File: config.mk
export PLATFORM = sky130hd
export DESIGN_NAME = float_div_rcp_result_collect_flat
export DESIGN_NICKNAME = d
export VERILOG_FILES = /design/src/rtl/float_div_rcp_result_collect_if.sv /design/src/rtl/float_div_rcp_result_collect.sv /design/src/flat_wrapper.sv
export SDC_FILE = /design/constraint.sdc
export NUM_CORES = 1
export LEC_CHECK = 0
export ABC_AREA = 1
export CORE_AREA = 2 2 116 118
export CTS_CLUSTER_DIAMETER = 60
export DETAILED_ROUTE_END_ITERATION = 10
export DIE_AREA = 0 0 118 120
export PLACE_DENSITY = 0.75
export SLEW_MARGIN = 20
export SYNTH_ARGS = -nofsm -noshare
export SYNTH_HDL_FRONTEND = slang
export SYNTH_SLANG_ARGS = --single-unit
File: constraint.sdc
create_clock -name aclk -period 2.7 [get_ports aclk]
set_input_delay 0.27 -clock aclk [delete_from_list [all_inputs] [get_ports aclk]]
set_output_delay 0.27 -clock aclk [all_outputs]
set_load 0.01 [all_outputs]
File: src/rtl/float_div_rcp_result_collect_if.sv
// Handshake bundle between the reciprocal pipe, this collector and the downstream consumer.
// The slave modport is the collector's view; the master modport is the surrounding environment's view.
interface float_div_rcp_result_collect_if #(
    parameter int DEPTH = 4,
    parameter int XW    = 37
);
    localparam int CW = $clog2(DEPTH) + 1;

    logic          issue_vld;
    logic          issue_rdy;
    logic          astall;
    logic [XW-1:0] rcp_x;
    logic          flush;
    logic          out_vld;
    logic          out_rdy;
    logic [XW-1:0] out_x;
    logic [CW-1:0] count;

    modport master (
        output issue_vld, rcp_x, flush, out_rdy,
        input  issue_rdy, astall, out_vld, out_x, count
    );

    modport slave (
        input  issue_vld, rcp_x, flush, out_rdy,
        output issue_rdy, astall, out_vld, out_x, count
    );
endinterface

File: src/rtl/float_div_rcp_result_collect.sv
// Collects reciprocal-pipe results into a small FIFO; results appear on out_x the cycle after their push.
// Backpressure: when the FIFO is full and a result waits on the pipe output, astall freezes the whole pipe.
module float_div_rcp_result_collect #(
    parameter int LATENCY = 1,
    parameter int DEPTH   = 4,
    parameter int XW      = 37
) (
    input logic                          aclk,
    input logic                          arst_n,
    float_div_rcp_result_collect_if.slave io
);
    localparam int AW = $clog2(DEPTH);
    localparam int CW = AW + 1;
    localparam logic [CW-1:0] FULL = CW'(DEPTH);

    logic [LATENCY-1:0] vld_q, vld_d;
    logic [AW-1:0]      wr_ptr_q, wr_ptr_d;
    logic [AW-1:0]      rd_ptr_q, rd_ptr_d;
    logic [CW-1:0]      count_q, count_d;
    logic [XW-1:0]      mem_q [DEPTH];

    logic stall;
    logic issue;
    logic push;
    logic pop;
    logic not_empty;

    // Stall depends only on registered state so the pipe enable never sees out_rdy or issue_vld.
    assign stall     = vld_q[LATENCY-1] && (count_q == FULL);
    assign not_empty = (count_q != '0);
    assign issue     = io.issue_vld && !stall;
    assign push      = vld_q[LATENCY-1] && !stall;
    assign pop       = not_empty && io.out_rdy;

    always_comb begin
        vld_d    = vld_q;
        wr_ptr_d = wr_ptr_q;
        rd_ptr_d = rd_ptr_q;
        count_d  = count_q;

        if (!stall) begin
            vld_d[0] = issue;
            for (int i = 1; i < LATENCY; i++) begin
                vld_d[i] = vld_q[i-1];
            end
        end

        if (push) begin
            wr_ptr_d = wr_ptr_q + AW'(1);
        end
        if (pop) begin
            rd_ptr_d = rd_ptr_q + AW'(1);
        end

        case ({push, pop})
            2'b10:   count_d = count_q + CW'(1);
            2'b01:   count_d = count_q - CW'(1);
            default: count_d = count_q;
        endcase

        // Flush wins over everything, including an issue in the same cycle.
        if (io.flush) begin
            vld_d    = '0;
            wr_ptr_d = '0;
            rd_ptr_d = '0;
            count_d  = '0;
        end
    end

    always_ff @(posedge aclk or negedge arst_n) begin
        if (!arst_n) begin
            vld_q    <= '0;
            wr_ptr_q <= '0;
            rd_ptr_q <= '0;
            count_q  <= '0;
        end else begin
            vld_q    <= vld_d;
            wr_ptr_q <= wr_ptr_d;
            rd_ptr_q <= rd_ptr_d;
            count_q  <= count_d;
        end
    end

    // Storage needs no reset: an empty FIFO masks out_x to zero.
    always_ff @(posedge aclk) begin
        if (push && !io.flush) begin
            mem_q[wr_ptr_q] <= io.rcp_x;
        end
    end

    assign io.astall    = stall;
    assign io.issue_rdy = !stall;
    assign io.out_vld   = not_empty;
    assign io.out_x     = not_empty ? mem_q[rd_ptr_q] : '0;
    assign io.count     = count_q;
endmodule

File: src/flat_wrapper.sv
// flat-port wrapper written by rule: the top's interface ports become plain ports
module float_div_rcp_result_collect_flat 
#(
    parameter int LATENCY = 1,
    parameter int DEPTH   = 4,
    parameter int XW      = 37
)
  (aclk, arst_n, io_issue_vld, io_rcp_x, io_flush, io_out_rdy, io_issue_rdy, io_astall, io_out_vld, io_out_x, io_count);
  float_div_rcp_result_collect_if #(.DEPTH(DEPTH), .XW(XW)) io_i ();
  input logic aclk;
  input logic arst_n;
  input wire logic [$bits(io_i.issue_vld)-1:0] io_issue_vld;
  input wire logic [$bits(io_i.rcp_x)-1:0] io_rcp_x;
  input wire logic [$bits(io_i.flush)-1:0] io_flush;
  input wire logic [$bits(io_i.out_rdy)-1:0] io_out_rdy;
  output wire logic [$bits(io_i.issue_rdy)-1:0] io_issue_rdy;
  output wire logic [$bits(io_i.astall)-1:0] io_astall;
  output wire logic [$bits(io_i.out_vld)-1:0] io_out_vld;
  output wire logic [$bits(io_i.out_x)-1:0] io_out_x;
  output wire logic [$bits(io_i.count)-1:0] io_count;
  assign io_i.issue_vld = io_issue_vld;
  assign io_i.rcp_x = io_rcp_x;
  assign io_i.flush = io_flush;
  assign io_i.out_rdy = io_out_rdy;
  assign io_issue_rdy = io_i.issue_rdy;
  assign io_astall = io_i.astall;
  assign io_out_vld = io_i.out_vld;
  assign io_out_x = io_i.out_x;
  assign io_count = io_i.count;
  float_div_rcp_result_collect #(.LATENCY(LATENCY), .DEPTH(DEPTH), .XW(XW)) u_core (.aclk(aclk), .arst_n(arst_n), .io(io_i));
endmodule
==> impl_metrics.json <==
{
  "dpl.hpwl_um": 8070,
  "status": "complete, no violations",
  "timing.hold.ws_ps": 138,
  "die_x_um": 118,
  "ir_drop_uv": 550,
  "initial_core_util_pct": 48.1,
  "synth_area_leaders": "edfxtp_1 71%, nor2_1 9.3%, o21ai_1 4.0%",
  "slew_headroom_pct": 67.0,
  "timing.final.crit_share_pct": 94.6,
  "crit_type": "register to output port",
  "finalCriticalPeriod_ps": 2550,
  "leakage_nw": 2.74,
  "synth.distinct_cells": 24,
  "drtAntennaViolNets": 0,
  "final_common_cell": "nor2_1",
  "cts_buffer_depth": 2,
  "die_area_um2": 14200,
  "drt_iter0_drc": 313,
  "final_area_um2": 7950,
  "final-hold-violation-count": 0,
  "cts_inserted_buffers": 17,
  "dp.cells": 755,
  "synth-simple-area-share_pct": 11.3,
  "fillerInstances": 1022,
  "routabilityCongestion": 0.832,
  "dp_slack_ps": 438,
  "clock_sinks": 156,
  "synth.avg_cell_area_um2": 12.3,
  "grt_pass1_wl_um": 21200,
  "port_buffers": 84,
  "setup_tns_ps": 0,
  "viasPerCell": 5.23,
  "powerDensity_nw_per_um2": 921,
  "h-tree-depth": 4,
  "multi_input_area_um2": 1420,
  "wl_per_cell_um": 17.4,
  "drive_gt1_share_pct": 9.33,
  "hp-class": "input pin to async pin",
  "clock_latency_ps": 420,
  "die_h_um": 120,
  "place_area_um2": 7360,
  "core_um2": 13000,
  "synth_cells": 507,
  "slew_viol_final": 0,
  "crit_required_ps": 2430,
  "wl_um": 13700,
  "gr-usage-all-layers_pct": 19.9,
  "ff_latch_area_um2": 4650,
  "fmax_ghz": 0.392,
  "layout.nets": 645,
  "finalNonFillerCells": 787,
  "cts_root_buffer": "clkbuf_16",
  "yosys.area.top_type": "edfxtp_1",
  "cp.arrival_ps": 2280,
  "reg2reg_depth": 12,
  "ios": 85,
  "skew_ps": 9.77,
  "cap_violations": 0,
  "finalSetupViolations": 0,
  "synth.yosys.warnings": 0,
  "antenna_found_initial": 1,
  "cts_tree": "yes",
  "end_kind": "output port",
  "netlist_area_um2": 6250,
  "vias": 4114,
  "gr-total-overflow": 0,
  "cp_cell_sequence": "inv_1 > buf_12 > nor2_1 > o21ai_1 > a21oi_1 > clkdlybuf4s50_1",
  "final.setup.worst_slack_ps": 146,
  "syn_nets": 554,
  "worst_pin_slew_ps": 495,
  "grt_max_degree": 76,
  "synth_top_area_share_pct": 71.2,
  "ys_seq_area_share_pct": 74.4,
  "cp-start-kind": "register",
  "post-cts-setup-buffers": 0,
  "postLayoutCoreUtil_pct": 61.2,
  "path_clk_slew_ps": 60,
  "drt-pass1-iter-count": 6,
  "cts-hold-fix-buffers": 0,
  "synth_compound_area_share_pct": 9.56,
  "syn_to_final_growth_pct": 27.2,
  "rsz0062_at_grt": "no",
  "power_mw": 7.32,
  "final_cell_mix": "151 x nor2_1, 148 x edfxtp_1, 84 x clkdlybuf4s50_1",
  "synth-xor-area-share_pct": 0.280,
  "drcViolationCount": 0,
  "critPathMaxStageDelay_ps": 560,
  "ys_ff_latch": 156,
  "yosys-mux-area-fraction_pct": 0,
  "placementRows": 42,
  "cp_max_fo": 29,
  "synth_top_family_by_area": "simple AND/OR/NAND/NOR gates",
  "crit_path_top_delay_cell": "clkdlybuf4s50_1",
  "grt_pass1_vias": 4080,
  "yosys.area_share.adder_pct": 1.12,
  "num_antenna_cells": 0
}
## area by class of cell
cell class              instances  share of cell area (%)
flip-flops and latches        156                    58.5
repair buffers                101                    12.8
inverters                      16                   0.803
clock inverters                13                    1.86
well taps                     176                    2.77
multi-input cells             306                    17.9
clock buffers                  19                    5.45
## worst paths after layout
kind,startpoint,end,slack (ps)
min in group aclk,io_issue_vld,u_core.vld_q,450
max in group asynchronous,arst_n,u_core.rd_ptr_q[0],2250
min reg2reg,u_core.io.count[1],u_core.io.count[1],640
min,arst_n,u_core.wr_ptr_q[1],140
max reg2reg,u_core.io.count[0],u_core.io.count[2],610
max,u_core.rd_ptr_q[1],io_out_x[10],150
## Yosys cell counts
cell type / instances
a21oi_1: 39
a21oi_2: 1
buf_1: 3
buf_2: 13
buf_4: 6
clkbuf_1: 3
clkbuf_2: 4
dfrtp_1: 8
edfxtp_1: 148
fa_1: 1
ha_1: 4
inv_1: 13
inv_2: 3
nand2_1: 13
nand2_2: 3
nand3_1: 6
nand4_1: 3
nor2_1: 155
nor2_2: 1
o21a_1: 1
o21ai_0: 27
o21ai_1: 50
xnor2_1: 1
xor2_1: 1
## flip-flops by register name (all words and copies together), names as in the netlist
name	cells
u_core.vld_q	1
u_core.wr_ptr_q	2
u_core.rd_ptr_q	2
u_core.io.count	3
u_core.mem_q	148
## per-layer routing
metal | wire length, um | GRT usage [%]
met5 | 0 | 0
met4 | 214 | 7.98
met3 | 631 | 4.33
met2 | 7190 | 35.7
met1 | 5630 | 23.2
## power by group
part	leakage [nW]	internal [mW]	switching [mW]
Clock	0.276	1.44	0.905
Sequential	1.44	2.74	0.0554
Combinational	1.03	0.986	1.19
## kinds of logic (layout without fill, tap and decap cells)
kind of cell | Yosys count | count (layout)
AND/OR/NAND/NOR | 181 | 181
flip-flops | 156 | 156
AO/OA/AOI/OAI | 118 | 118
buffers and inverters | 45 | 149
adder cells (fa/ha/maj) | 5 | 5
XOR/XNOR | 2 | 2
## critical path: cells and delay by family (launching register included)
kind            cells  cell delay (ps)
compound gates      2              270
buf+inv             3             1060
flops               1              350
simple gates        1              180
## what timing repair did
action / in CTS / in global routing
pin swaps: 0 / 0
resized for setup: 1 / 1
setup endpoints to repair: 2 / 6
(Power assumes the default switching activity.)
